[config.mk]
export PLATFORM = sky130hd
export DESIGN_NAME = led_multi_blink
export DESIGN_NICKNAME = d
export VERILOG_FILES = /design/src/rtl/led_multi_blink_pkg.sv /design/src/rtl/led_blink_chan.sv /design/src/rtl/led_multi_blink.sv
export SDC_FILE = /design/constraint.sdc
export NUM_CORES = 1
export LEC_CHECK = 0
export ABC_AREA = 1
export BUFFER_PORTS_ARGS = -buffer_cell sky130_fd_sc_hd__buf_4
export CAP_MARGIN = 25
export CORE_MARGIN = 1
export CORE_UTILIZATION = 55
export DETAILED_ROUTE_END_ITERATION = 12
export PLACE_DENSITY = 0.85
export SLEW_MARGIN = 15
export SYNTH_ARGS = -nofsm -noshare
export SYNTH_HDL_FRONTEND = slang
export SYNTH_SLANG_ARGS = --single-unit
[constraint.sdc]
create_clock -name clk -period 2.3 [get_ports clk]
set_clock_uncertainty 0.05 [all_clocks]
set_input_delay 0.23 -clock clk [delete_from_list [all_inputs] [get_ports clk]]
set_output_delay 0.23 -clock clk [all_outputs]
set_load 0.01 [all_outputs]
[src/rtl/led_multi_blink_pkg.sv]
// Register map, CTRL field layout and channel FSM encoding shared by led_multi_blink
// and led_blink_chan (layout is identical with or without LED_MULTI_BLINK_PWM_EN).
package led_multi_blink_pkg;

    localparam int unsigned CSR_W  = 32;
    localparam int unsigned RATE_W = 4;
    localparam int unsigned DUTY_W = 8;
    localparam int unsigned IDX_W  = 4;

    localparam logic [CSR_W-1:0] STATUS_ADDR = 32'h0000_0040;
    localparam logic [CSR_W-1:0] DONE_ADDR   = 32'h0000_0044;

    localparam int unsigned CTRL_ENABLE_BIT  = 0;
    localparam int unsigned CTRL_RATE_LSB    = 1;
    localparam int unsigned CTRL_ONESHOT_BIT = 5;
    localparam int unsigned CTRL_DUTY_LSB    = 8;

    localparam logic [DUTY_W-1:0] DUTY_FULL = 8'hFF;

    typedef enum logic [1:0] {
        ST_IDLE = 2'd0,
        ST_ON   = 2'd1,
        ST_OFF  = 2'd2
    } chan_state_e;

    typedef struct packed {
        logic [DUTY_W-1:0] duty;
        logic              oneshot;
        logic [RATE_W-1:0] rate;
        logic              enable;
    } ctrl_t;

    function automatic ctrl_t ctrl_unpack(input logic [CSR_W-1:0] w);
        ctrl_t c;
        c.enable  = w[CTRL_ENABLE_BIT];
        c.rate    = w[CTRL_RATE_LSB +: RATE_W];
        c.oneshot = w[CTRL_ONESHOT_BIT];
        c.duty    = w[CTRL_DUTY_LSB +: DUTY_W];
        return c;
    endfunction

    function automatic logic [CSR_W-1:0] ctrl_pack(input ctrl_t c);
        logic [CSR_W-1:0] w;
        w                           = '0;
        w[CTRL_ENABLE_BIT]          = c.enable;
        w[CTRL_RATE_LSB +: RATE_W]  = c.rate;
        w[CTRL_ONESHOT_BIT]         = c.oneshot;
        w[CTRL_DUTY_LSB +: DUTY_W]  = c.duty;
        return w;
    endfunction

endpackage

[src/rtl/led_blink_chan.sv]
// One LED channel: half-period counter plus IDLE/ON/OFF sequencer; done_c pulses on
// the cycle a one-shot ON phase expires.
module led_blink_chan
    import led_multi_blink_pkg::*;
#(
    parameter int unsigned PRESCALE = 4
) (
    input  logic              clk,
    input  logic              rst,
    input  logic              enable_i,
    input  logic              oneshot_i,
    input  logic [RATE_W-1:0] rate_i,
    input  logic              restart_i,
    output logic              on_o,
    output logic              done_c
);

    localparam int unsigned CNT_W = $clog2(16 * PRESCALE);
    localparam int unsigned HP_W  = CNT_W + 1;

    chan_state_e      state_q, state_d;
    logic [CNT_W-1:0] cnt_q, cnt_d;
    logic [HP_W-1:0]  hp;
    logic [CNT_W-1:0] hp_m1;
    logic             at_end;

    // Half period (rate+1)*PRESCALE; only HP-1 is needed and it always fits the counter.
    always_comb begin
        hp     = (HP_W'(rate_i) + HP_W'(1)) * HP_W'(PRESCALE);
        hp_m1  = CNT_W'(hp - HP_W'(1));
        at_end = (cnt_q == hp_m1);
    end

    always_comb begin
        state_d = state_q;
        cnt_d   = cnt_q;
        done_c  = 1'b0;
        if (!enable_i) begin
            state_d = ST_IDLE;
            cnt_d   = '0;
        end else begin
            case (state_q)
                ST_IDLE: begin
                    state_d = ST_ON;
                    cnt_d   = '0;
                end
                ST_ON: begin
                    if (restart_i) begin
                        cnt_d = '0;
                    end else if (at_end) begin
                        cnt_d = '0;
                        if (oneshot_i) begin
                            state_d = ST_IDLE;
                            done_c  = 1'b1;
                        end else begin
                            state_d = ST_OFF;
                        end
                    end else begin
                        cnt_d = cnt_q + CNT_W'(1);
                    end
                end
                ST_OFF: begin
                    if (restart_i) begin
                        cnt_d = '0;
                    end else if (at_end) begin
                        state_d = ST_ON;
                        cnt_d   = '0;
                    end else begin
                        cnt_d = cnt_q + CNT_W'(1);
                    end
                end
                default: begin
                    state_d = ST_IDLE;
                    cnt_d   = '0;
                end
            endcase
        end
    end

    always_ff @(posedge clk or posedge rst) begin
        if (rst) begin
            state_q <= ST_IDLE;
            cnt_q   <= '0;
        end else begin
            state_q <= state_d;
            cnt_q   <= cnt_d;
        end
    end

    assign on_o = (state_q == ST_ON);

endmodule

[src/rtl/led_multi_blink.sv]
// CSR-programmable multi-channel LED blinker. Define LED_MULTI_BLINK_PWM_EN to add
// per-channel DUTY gating from a free-running 8-bit PWM counter.
module led_multi_blink
    import led_multi_blink_pkg::*;
#(
    parameter int unsigned N_CH     = 4,
    parameter int unsigned PRESCALE = 4
) (
    input  logic             clk,
    input  logic             rst,
    input  logic [CSR_W-1:0] csr_addr,
    input  logic [CSR_W-1:0] csr_wdata,
    input  logic             csr_write,
    output logic [CSR_W-1:0] csr_rdata,
    output logic [N_CH-1:0]  led_out
);

`ifdef LED_MULTI_BLINK_PWM_EN
    localparam logic [DUTY_W-1:0] DUTY_RST = DUTY_FULL;
`else
    localparam logic [DUTY_W-1:0] DUTY_RST = '0;
`endif
    localparam ctrl_t CTRL_RST = '{duty: DUTY_RST, oneshot: 1'b0, rate: '0, enable: 1'b0};

    ctrl_t            ctrl_q [N_CH];
    ctrl_t            ctrl_d [N_CH];
    ctrl_t            wr_ctrl;
    logic [N_CH-1:0]  done_q, done_d;
    logic [N_CH-1:0]  chan_on, chan_done, restart;
    logic [IDX_W-1:0] ctrl_idx;
    logic             ctrl_hit, status_hit, done_hit;
    logic             unused_wdata;

    assign ctrl_idx   = csr_addr[IDX_W+1:2];
    assign ctrl_hit   = (csr_addr[CSR_W-1:IDX_W+2] == '0) && (csr_addr[1:0] == 2'b00)
                        && (32'(ctrl_idx) < N_CH);
    assign status_hit = (csr_addr == STATUS_ADDR);
    assign done_hit   = (csr_addr == DONE_ADDR);
    assign unused_wdata = ^csr_wdata[CSR_W-1:6];

    // CSR writes win over one-shot auto-clear; DONE set wins over a same-cycle W1C.
    always_comb begin
        wr_ctrl = ctrl_unpack(csr_wdata);
`ifdef LED_MULTI_BLINK_PWM_EN
`else
        wr_ctrl.duty = '0;
`endif
        done_d = done_q;
        if (csr_write && done_hit) begin
            done_d = done_d & ~csr_wdata[N_CH-1:0];
        end
        done_d = done_d | chan_done;
        for (int ch = 0; ch < N_CH; ch++) begin
            ctrl_d[ch] = ctrl_q[ch];
            if (chan_done[ch]) begin
                ctrl_d[ch].enable  = 1'b0;
                ctrl_d[ch].oneshot = 1'b0;
            end
            if (csr_write && ctrl_hit && (ctrl_idx == IDX_W'(ch))) begin
                ctrl_d[ch] = wr_ctrl;
            end
        end
    end

    always_ff @(posedge clk or posedge rst) begin
        if (rst) begin
            for (int ch = 0; ch < N_CH; ch++) begin
                ctrl_q[ch] <= CTRL_RST;
            end
            done_q <= '0;
        end else begin
            for (int ch = 0; ch < N_CH; ch++) begin
                ctrl_q[ch] <= ctrl_d[ch];
            end
            done_q <= done_d;
        end
    end

    // Zero-latency read port.
    always_comb begin
        csr_rdata = '0;
        for (int ch = 0; ch < N_CH; ch++) begin
            if (ctrl_hit && (ctrl_idx == IDX_W'(ch))) begin
                csr_rdata = ctrl_pack(ctrl_q[ch]);
            end
        end
        if (status_hit) begin
            csr_rdata = CSR_W'(led_out);
        end else if (done_hit) begin
            csr_rdata = CSR_W'(done_q);
        end
    end

    for (genvar ch = 0; ch < N_CH; ch++) begin : g_chan
        // A CTRL write that keeps ENABLE set restarts the count without changing phase.
        assign restart[ch] = csr_write && ctrl_hit && (ctrl_idx == IDX_W'(ch))
                             && ctrl_q[ch].enable && csr_wdata[CTRL_ENABLE_BIT];

        led_blink_chan #(
            .PRESCALE (PRESCALE)
        ) u_chan (
            .clk       (clk),
            .rst       (rst),
            .enable_i  (ctrl_q[ch].enable),
            .oneshot_i (ctrl_q[ch].oneshot),
            .rate_i    (ctrl_q[ch].rate),
            .restart_i (restart[ch]),
            .on_o      (chan_on[ch]),
            .done_c    (chan_done[ch])
        );
    end

`ifdef LED_MULTI_BLINK_PWM_EN
    logic [DUTY_W-1:0] pwm_cnt_q;

    always_ff @(posedge clk or posedge rst) begin
        if (rst) begin
            pwm_cnt_q <= '0;
        end else begin
            pwm_cnt_q <= pwm_cnt_q + DUTY_W'(1);
        end
    end

    always_comb begin
        for (int ch = 0; ch < N_CH; ch++) begin
            led_out[ch] = chan_on[ch] &&
                          ((ctrl_q[ch].duty == DUTY_FULL) || (pwm_cnt_q < ctrl_q[ch].duty));
        end
    end
`else
    assign led_out = chan_on;
`endif

endmodule

==> results of run 1 <==
-- cell families after synthesis --
logic type,synth area share [%]
adder cells (fa/ha/maj),7.08
other,0.0816
XOR/XNOR,2.48
flip-flops,32.7
AND/OR/NAND/NOR,37.4
buffers and inverters,14.2
AO/OA/AOI/OAI,6.12
-- final cells by class --
type | instances | area share, %
multi-input cells | 483 | 48.8
flip-flops and latches | 60 | 28.9
repair buffers | 57 | 8.27
inverters | 97 | 7.04
well taps | 102 | 2.45
clock buffers | 9 | 2.38
clock inverters | 7 | 2.21
-- synth_stat cells, types with 5 or more instances --
cell type and number:
a21oi_1 7, buf_4 31, dfrtp_1 60, ha_1 26, inv_1 91, inv_2 5, nand2_1 162, nand2_2 5
nand3_1 77, nand4_1 10, nor2_1 73, nor2_2 5, nor3_1 18, o21ai_0 20, o21ai_1 9, xnor2_1 7
xor2_1 6
-- flip-flops by register name, indices dropped and copies added (netlist names) --
name,cells
g_chan.u_chan.state_q,8
done_q,4
ctrl_q,24
g_chan.u_chan.cnt_q,24
-- worst max-delay path, delay by kind of cell --
family,cells,cell delay [ns]
buffers and inverters,4,0.44
AOI/OAI and AO/OA,1,0.06
and+or+nand+nor,7,1.02
-- through the flow --
stage	hold WS, ns	utilization, %	power [W]	worst slack [ns]
final	0.0677	66.0	0.00235	0.241
after global routing	0.0882	66.0	0.00241	0.0698
after CTS	0.0566	66.0	0.00236	0.257
after detailed placement	0.138	62.8	0.00122	0.274
after global placement	0.131	62.8	0.00122	0.317
after floorplan	0.297	-	0.00118	0.535
-- path summary, 6_finish.rpt --
path | depth (start not counted) | from | endpoint
max | 12 | csr_addr[5] | csr_rdata[1]
min | 3 | csr_wdata[2] | ctrl_q[2]
max reg2reg | 11 | ctrl_q[15] | ctrl_q[19]
min reg2reg | 1 | g_chan[1].u_chan.cnt_q[0] | g_chan[1].u_chan.cnt_q[0]
max in group asynchronous | 4 | rst | g_chan[0].u_chan.cnt_q[4]
min in group asynchronous | 3 | rst | g_chan[2].u_chan.state_q[0]
-- power by group --
group | switching [W] | internal [W]
Sequential | 0.00000000000161 | 0.00105
Clock | 0.000430 | 0.000715
Combinational | 0.0000932 | 0.0000562
Total | 0.000523 | 0.00183
-- metal layers --
layer	share of wire (%)	wire length, um	track usage, %	vias up
met1	40	4030	29.4	1977
met5	0	0	0	-
met2	52	5260	47.2	141
met3	6.0	607	3.82	30
li1	-	-	-	2140
met4	2.6	266	13.2	0
==> out/metrics.cfg, run 1 <==
[outcome]
status = finished clean

[layout]
fillers = 637
diodes = 0
layout_common_cells = nand2_1 (162), inv_1 (90), nand3_1 (77), nor2_1 (73), dfrtp_1 (60)
mostFrequentLayoutCell = nand2_1
design_area_mm2 = 0.00520
multi_input_area_mm2 = 0.00254
area_growth_pct = 13.2
layout.area.seq_mm2 = 0.00150
instances_no_fill = 815
nNetsFinal = 801
drive_gt1_share_pct = 15.3

[yosys]
synth_top_area_share_pct = 32.7
async_reset_ff_share_pct = 100
yosys_warnings = 0
postSynthAreaPerCell_um2 = 7.06
ys_ff_latch = 60
synth_cell_types = 37
ys.flop_type = dfrtp_1
ys_seq_area_share_pct = 32.7
synth_enable_flop_cells = 0
netlist_area_mm2 = 0.00460
yosysTopAreaCell = dfrtp_1
ys_top_cells_by_area = dfrtp_1 (33%), nand2_1 (13%), nand3_1 (8.4%)
syn_inst = 651

[power]
power_density_mw_per_mm2 = 451
ir_drop_mv = 0.364
leakage_nw = 2.76

[timing]
period_share_pct = 89.5
rsz0062_at_grt = no
fmax_mhz = 486
final-hold-violation-count = 0
post-route-min-period_ns = 2.06
setup_viol = 0
slew_violations = 0
fin_setup_tns_ns = 0

[clock_tree]
hold_buffers = 1
cts_sinks = 60
clock_tree.root_cell = clkbuf_8
cts-buffers-inserted = 9
path_clk_slew_ns = 0.07
clk_latency_ns = 0.35
cts_setup_buffers = 0
htreeDepth = 3
cts_resized = 0
clock_path_buffers = 2
cts_tree = done

[detailed_routing]
via_per_inst = 5.26
routed_wl_mm = 10.2
ant_nets = 0
drtIter0Drc = 270
dr.pass1.iters = 6
num_vias = 4288
drc = 0
wire_per_inst_um = 12.5

[placed_design]
gp_congestion = 0.987
placed_cells = 798
place_hpwl_mm = 7.85
placed_cell_area_mm2 = 0.00495
portBuffers = 50

[floorplan]
fp.dieH_um = 93.4
ioPinCount = 103
start_util_pct = 58.3
die_w_um = 93.4
coreArea_mm2 = 0.00789
dieArea_mm2 = 0.00873
placement_rows = 32

[worst_hold_path]
hold_path.class = primary input to flip-flop

[worst_setup_path]
cp-start-kind = primary input
crit_slowest_cell = nor3_4
r2r_slack_ns = 0.25
path_max_fanout = 7
critPathMaxStageDelay_ns = 0.31
criticalPathCategory = primary input to output pin
crit_path_end_kind = output pin
path_common_cell = nand2_1
worstPathRequired_ns = 2.02
arrival_ns = 1.78
path_cells = buf_4 > nor2_2 > inv_2 > nor2_1 > nand2_1 > nor3_4 > nand2_1 > nand2_1 > inv_1 > nand2_1 > a21oi_2 > buf_4

[global_route]
grt_pass1_vias = 4307
grt_max_degree = 30
grt_usage_pct = 26.0
overflow = 0
antenna_found_initial = 0
grt_pass1_wl_mm = 17.9

[run]
maxCapViolations = 0

No activity file was read; power rests on OpenSTA's default activity.
==> run 2: changes to the inputs <==
--- a/constraint.sdc
+++ b/constraint.sdc
@@ -3,3 +3,3 @@
 set_input_delay 0.23 -clock clk [delete_from_list [all_inputs] [get_ports clk]]
 set_output_delay 0.23 -clock clk [all_outputs]
-set_load 0.01 [all_outputs]
+set_load 0.005 [all_outputs]
==> run 2 against run 1 <==
Clock power is 15% lower. Design area is 0.70% lower. Critical path depth is 1 lower. Routed wire length is 0.69% higher. Fmax hardly changed. Sequential power hardly changed. Die area stayed put. Critical endpoint is now ctrl_q[19]. Highest routed layer unchanged.
==> out/metrics.cfg, run 2 (synthesized netlist as in run 1, its figures left out) <==
[clock_tree]
htreeDepth = 3
cts_sinks = 60
cts-buffers-inserted = 9
clk_latency_ns = 0.33
path_clk_slew_ns = 0.07
clock_tree.root_cell = clkbuf_8
cts_tree = done
clock_path_buffers = 2
cts_resized = 0

[timing]
fmax_mhz = 486
final-hold-violation-count = 0
setup_viol = 0
fin_setup_tns_ns = 0
post-route-min-period_ns = 2.06
rsz0062_at_grt = no
period_share_pct = 89.4
slew_violations = 0

[global_route]
grt_pass1_wl_mm = 17.9
grt_pass1_vias = 4296
grt_usage_pct = 26.0
grt_max_degree = 30
antenna_found_initial = 0
overflow = 0

[floorplan]
placement_rows = 32
coreArea_mm2 = 0.00789
start_util_pct = 58.3
dieArea_mm2 = 0.00873
ioPinCount = 103
die_w_um = 93.4
fp.dieH_um = 93.4

[power]
ir_drop_mv = 0.401
power_switching_w = 0.000503
sw_frac_of_total_pct = 23.2
combPwrFrac_pct = 6.5
p_clk_share_pct = 44.9
p_int_w = 0.00167
leakage_nw = 2.75
power_density_mw_per_mm2 = 420
power_frac_seq_pct = 48.6

[worst_setup_path]
crit_path_end_kind = flip-flop
criticalPathCategory = flip-flop to flip-flop
arrival_ns = 2.24
path_cells = ha_1 > inv_1 > nand2_1 > nand2_1 > nand2_1 > a21boi_0 > nand3_1 > nor2_1 > nand2_1 > nand3_1 > nand2_1
crit_slowest_cell = dfrtp_1
worstPathRequired_ns = 2.48
path_max_fanout = 8
cp-start-kind = flip-flop
path_common_cell = nand2_1
critPathMaxStageDelay_ns = 0.48

[worst_hold_path]
hold_path.class = primary input to flip-flop

[layout]
area_growth_pct = 12.4
drive_gt1_share_pct = 15.1
nNetsFinal = 801
largestRegisters = ctrl_q (24), g_chan.u_chan.cnt_q (24), g_chan.u_chan.state_q (8)
diodes = 0
layout_common_cells = nand2_1 (162), inv_1 (90), nand3_1 (77), nor2_1 (73), dfrtp_1 (60)
fillers = 651
finish.utilization_pct = 65.5
mostFrequentLayoutCell = nand2_1

[detailed_routing]
drc = 0
dr.pass1.iters = 5
via_per_inst = 5.29
drtIter0Drc = 209
ant_nets = 0
wire_per_inst_um = 12.5
routed_wl_mm = 10.2
num_vias = 4313

[outcome]
status = finished clean

[run]
maxCapViolations = 0

[placed_design]
gp_congestion = 0.981
portBuffers = 50
place_hpwl_mm = 8.01

run 2: repair_timing:
action                                 4_1_cts  5_1_grt
endpoints found under the hold margin       11        0
buffers inserted                             0        0
hold buffers                                 1        0
run 2: area by class of cell:
| class | count | area [um^2] | area share, % |
|---|---|---|---|
| clock buffer | 12 | 155 | 3.00 |
| clock inverter | 4 | 47.5 | 0.920 |
| inverter | 97 | 367 | 7.09 |
| multi-input combinational | 483 | 2540 | 49.1 |
| sequential | 60 | 1500 | 29.1 |
| tap | 102 | 128 | 2.47 |
| timing repair buffer | 57 | 430 | 8.33 |
run 2: layer usage:
metal | track usage [%] | part of all wire (%)
met5 | 0 | 0
met4 | 13.1 | 3.0
met3 | 3.41 | 5.1
met2 | 47.9 | 52
met1 | 29.2 | 40
run 2: through the flow:
| step | instances | setup WS (ns) | instance area, um^2 | hold slack, ns | power, W |
|---|---|---|---|---|---|
| after floorplan | 676 | 0.535 | 4690 | 0.297 | 0.00117 |
| after global placement | 798 | 0.328 | 4950 | 0.128 | 0.00121 |
| after detailed placement | 798 | 0.275 | 4950 | 0.140 | 0.00121 |
| after CTS | 815 | 0.256 | 5170 | 0.0667 | 0.00218 |
| after global routing | 815 | 0.0764 | 5170 | 0.0679 | 0.00224 |
| final | 815 | 0.243 | 5170 | 0.0733 | 0.00217 |
run 2: final timing paths:
path	cells past startpoint	slack, ns	from	end
worst max-delay path	11	0.24	ctrl_q[15]	ctrl_q[19]
worst min-delay path	3	0.07	csr_wdata[3]	ctrl_q[3]
worst max register to register	11	0.24	ctrl_q[15]	ctrl_q[19]
worst min register to register	1	0.41	g_chan[2].u_chan.cnt_q[0]	g_chan[2].u_chan.cnt_q[0]
max in group asynchronous	4	1.19	rst	g_chan[0].u_chan.cnt_q[5]
min in group asynchronous	3	0.33	rst	g_chan[2].u_chan.state_q[1]
run 2: critical path, delay by kind of cell, from the launching register on:
kind | cells | cell delay [ns]
buffers and inverters | 1 | 0.07
AOI/OAI and AO/OA | 1 | 0.29
adders and majority gates | 1 | 0.37
DFF | 1 | 0.48
and+or+nand+nor | 8 | 0.68
run 2: power by group through the flow:
stage	combinational, W	sequential, W	clock, W
global placement	0.000135	0.00107	0
floorplan	0.0000936	0.00107	0
global route	0.000157	0.00105	0.00103
CTS	0.000140	0.00105	0.000981
finish	0.000141	0.00105	0.000974
detailed placement	0.000139	0.00107	0
==> run 3: changes to the inputs <==
--- a/config.mk
+++ b/config.mk
@@ -7,5 +7,5 @@
 export LEC_CHECK = 0
 export ABC_AREA = 1
-export BUFFER_PORTS_ARGS = -buffer_cell sky130_fd_sc_hd__buf_4
+export BUFFER_PORTS_ARGS = -buffer_cell sky130_fd_sc_hd__buf_2
 export CAP_MARGIN = 25
 export CORE_MARGIN = 1
==> constraint.sdc (replaced) <==
create_clock -name clk -period 2.3 [get_ports clk]
set_clock_uncertainty 0.05 [all_clocks]
set_input_delay 0.23 -clock clk [delete_from_list [all_inputs] [get_ports clk]]
set_output_delay 0.23 -clock clk [all_outputs]
set_load 0.05 [all_outputs]
==> run 3 against run 2 <==
Combinational power grew 46%. First-iteration DRC count rose by 50%. Global-route usage increased by 0.12 points. Sequential power hardly changed. Critical endpoint is now csr_rdata[3].
==> out/metrics.cfg, run 3 (synthesized netlist as in run 1, its figures left out) <==
[power]
ir_drop_mv = 0.366
power_density_mw_per_mm2 = 475
leakage_nw = 2.73
p_total_w = 0.00242

[layout]
design_area_mm2 = 0.00509
layout_common_cells = nand2_1 (162), inv_1 (90), nand3_1 (77), nor2_1 (73), dfrtp_1 (60)
diodes = 0
largestRegisters = ctrl_q (24), g_chan.u_chan.cnt_q (24), g_chan.u_chan.state_q (8)
fillers = 651
area_growth_pct = 10.8
nNetsFinal = 801
mostFrequentLayoutCell = nand2_1
drive_gt1_share_pct = 15.3

[global_route]
grtUsageMet3_pct = 4.31
grt_max_degree = 34
grt_usage_pct = 26.1
overflow = 0
grt_pass1_wl_mm = 17.9
met1_usage_pct = 29.9
gr-usage-met2_pct = 47.3
grt_pass1_vias = 4239
grt.busiest_layer = met2
antenna_found_initial = 0

[timing]
fmax_mhz = 460
worst_pin_slew_ns = 0.628
setup_viol = 0
rsz0062_at_grt = no
fin_setup_tns_ns = 0
post-route-min-period_ns = 2.17
whs_ns = 0.0680
final-hold-violation-count = 0
relSlewSlack_pct = 58.1
period_share_pct = 94.5
slew_violations = 0

[detailed_routing]
num_vias = 4316
wire_per_inst_um = 12.8
drtIter0Drc = 314
via_per_inst = 5.30
routed_wl_mm = 10.4
ant_nets = 0
dr.pass1.iters = 6
drc = 0

[clock_tree]
clock_path_buffers = 2
cts_tree = done
path_clk_slew_ns = 0.07
cts_resized = 0
cts_sinks = 60
cts-buffers-inserted = 9
htreeDepth = 3
clk_latency_ns = 0.35
cts_setup_buffers = 0
clock_tree.root_cell = clkbuf_8

[worst_setup_path]
crit_buf_inv = 2
crit_family = simple AND/OR/NAND/NOR gates
arrival_ns = 1.89
crit_path_end_kind = output pin
path_max_fanout = 10
path_cells = buf_2 > nor2_1 > nand2_1 > nor2_1 > nand2_2 > nor2_4 > nand3_1 > nand3_1 > nand2_1 > a21oi_2 > buf_2
criticalPathCategory = primary input to output pin
critPathMaxStageDelay_ns = 0.34
crit_slowest_cell = nor2_4
worstPathRequired_ns = 2.02
cp-start-kind = primary input

[floorplan]
ioPinCount = 103
dieArea_mm2 = 0.00873
fp.dieH_um = 93.4
coreArea_mm2 = 0.00789
placement_rows = 32
die_w_um = 93.4
start_util_pct = 58.3

[worst_hold_path]
hold_path.class = primary input to flip-flop

[placed_design]
place_hpwl_mm = 7.78
portBuffers = 50
placed_cell_area_mm2 = 0.00483
gp_congestion = 0.903

[outcome]
status = finished clean

[run]
maxCapViolations = 0

[run 3: layout make-up]
cell class	instances	area [um^2]	share of cell area, %
tap	102	128	2.50
timing repair buffer	56	310	6.09
clock buffer	9	124	2.43
inverter	97	367	7.20
sequential	60	1500	29.5
multi-input combinational	484	2550	50.0
clock inverter	7	115	2.26
[run 3: final timing paths]
path                                           start                     endpoint  slack, ns  depth (start not counted)
max in group asynchronous                        rst                   ctrl_q[29]       1.15                          4
min                                     csr_wdata[2]                    ctrl_q[2]       0.07                          3
max                                     csr_addr[23]                 csr_rdata[3]       0.13                         11
min reg2reg                g_chan[0].u_chan.cnt_q[0]    g_chan[0].u_chan.cnt_q[0]       0.41                          1
min in group asynchronous                        rst  g_chan[2].u_chan.state_q[1]       0.45                          3
max reg2reg                               ctrl_q[15]  g_chan[2].u_chan.state_q[0]       0.28                         12
[run 3: worst reg2reg max path, delay by kind of cell (launching register included)]
family / cells / cell delay, ns
DFF: 1 / 0.48
and+or+nand+nor: 8 / 0.67
adders and majority gates: 1 / 0.37
AOI/OAI and AO/OA: 1 / 0.26
buffers and inverters: 2 / 0.14
[run 3: routing by layer]
metal / part of all wire, % / vias to the layer above
met1: 41 / 1992
met5: 0 / -
met3: 5.5 / 41
met2: 51 / 156
li1: - / 2127
met4: 3.2 / 0
[run 3: metrics by stage]
| step | std cells | utilization (%) | worst slack [ns] |
|---|---|---|---|
| 2_1_floorplan | 676 | - | 0.310 |
| 3_3_place_gp | 797 | 61.3 | 0.231 |
| 3_5_place_dp | 797 | 61.3 | 0.200 |
| 4_1_cts | 814 | 64.5 | 0.174 |
| 5_1_grt | 815 | 64.6 | 0.00242 |
| 6_report | 815 | 64.6 | 0.126 |
[run 3: where the power goes]
part	switching (W)	total [W]	internal (W)
combinational	0.000168	0.000206	0.0000383
sequential	0.00000000000163	0.00105	0.00105
clock	0.000445	0.00116	0.000715
[run 3: timing repair]
action | 4_1_cts | 5_1_grt
setup endpoints to repair | 0 | 1
hold endpoints to repair | 27 | 0
hold buffers | 1 | 0
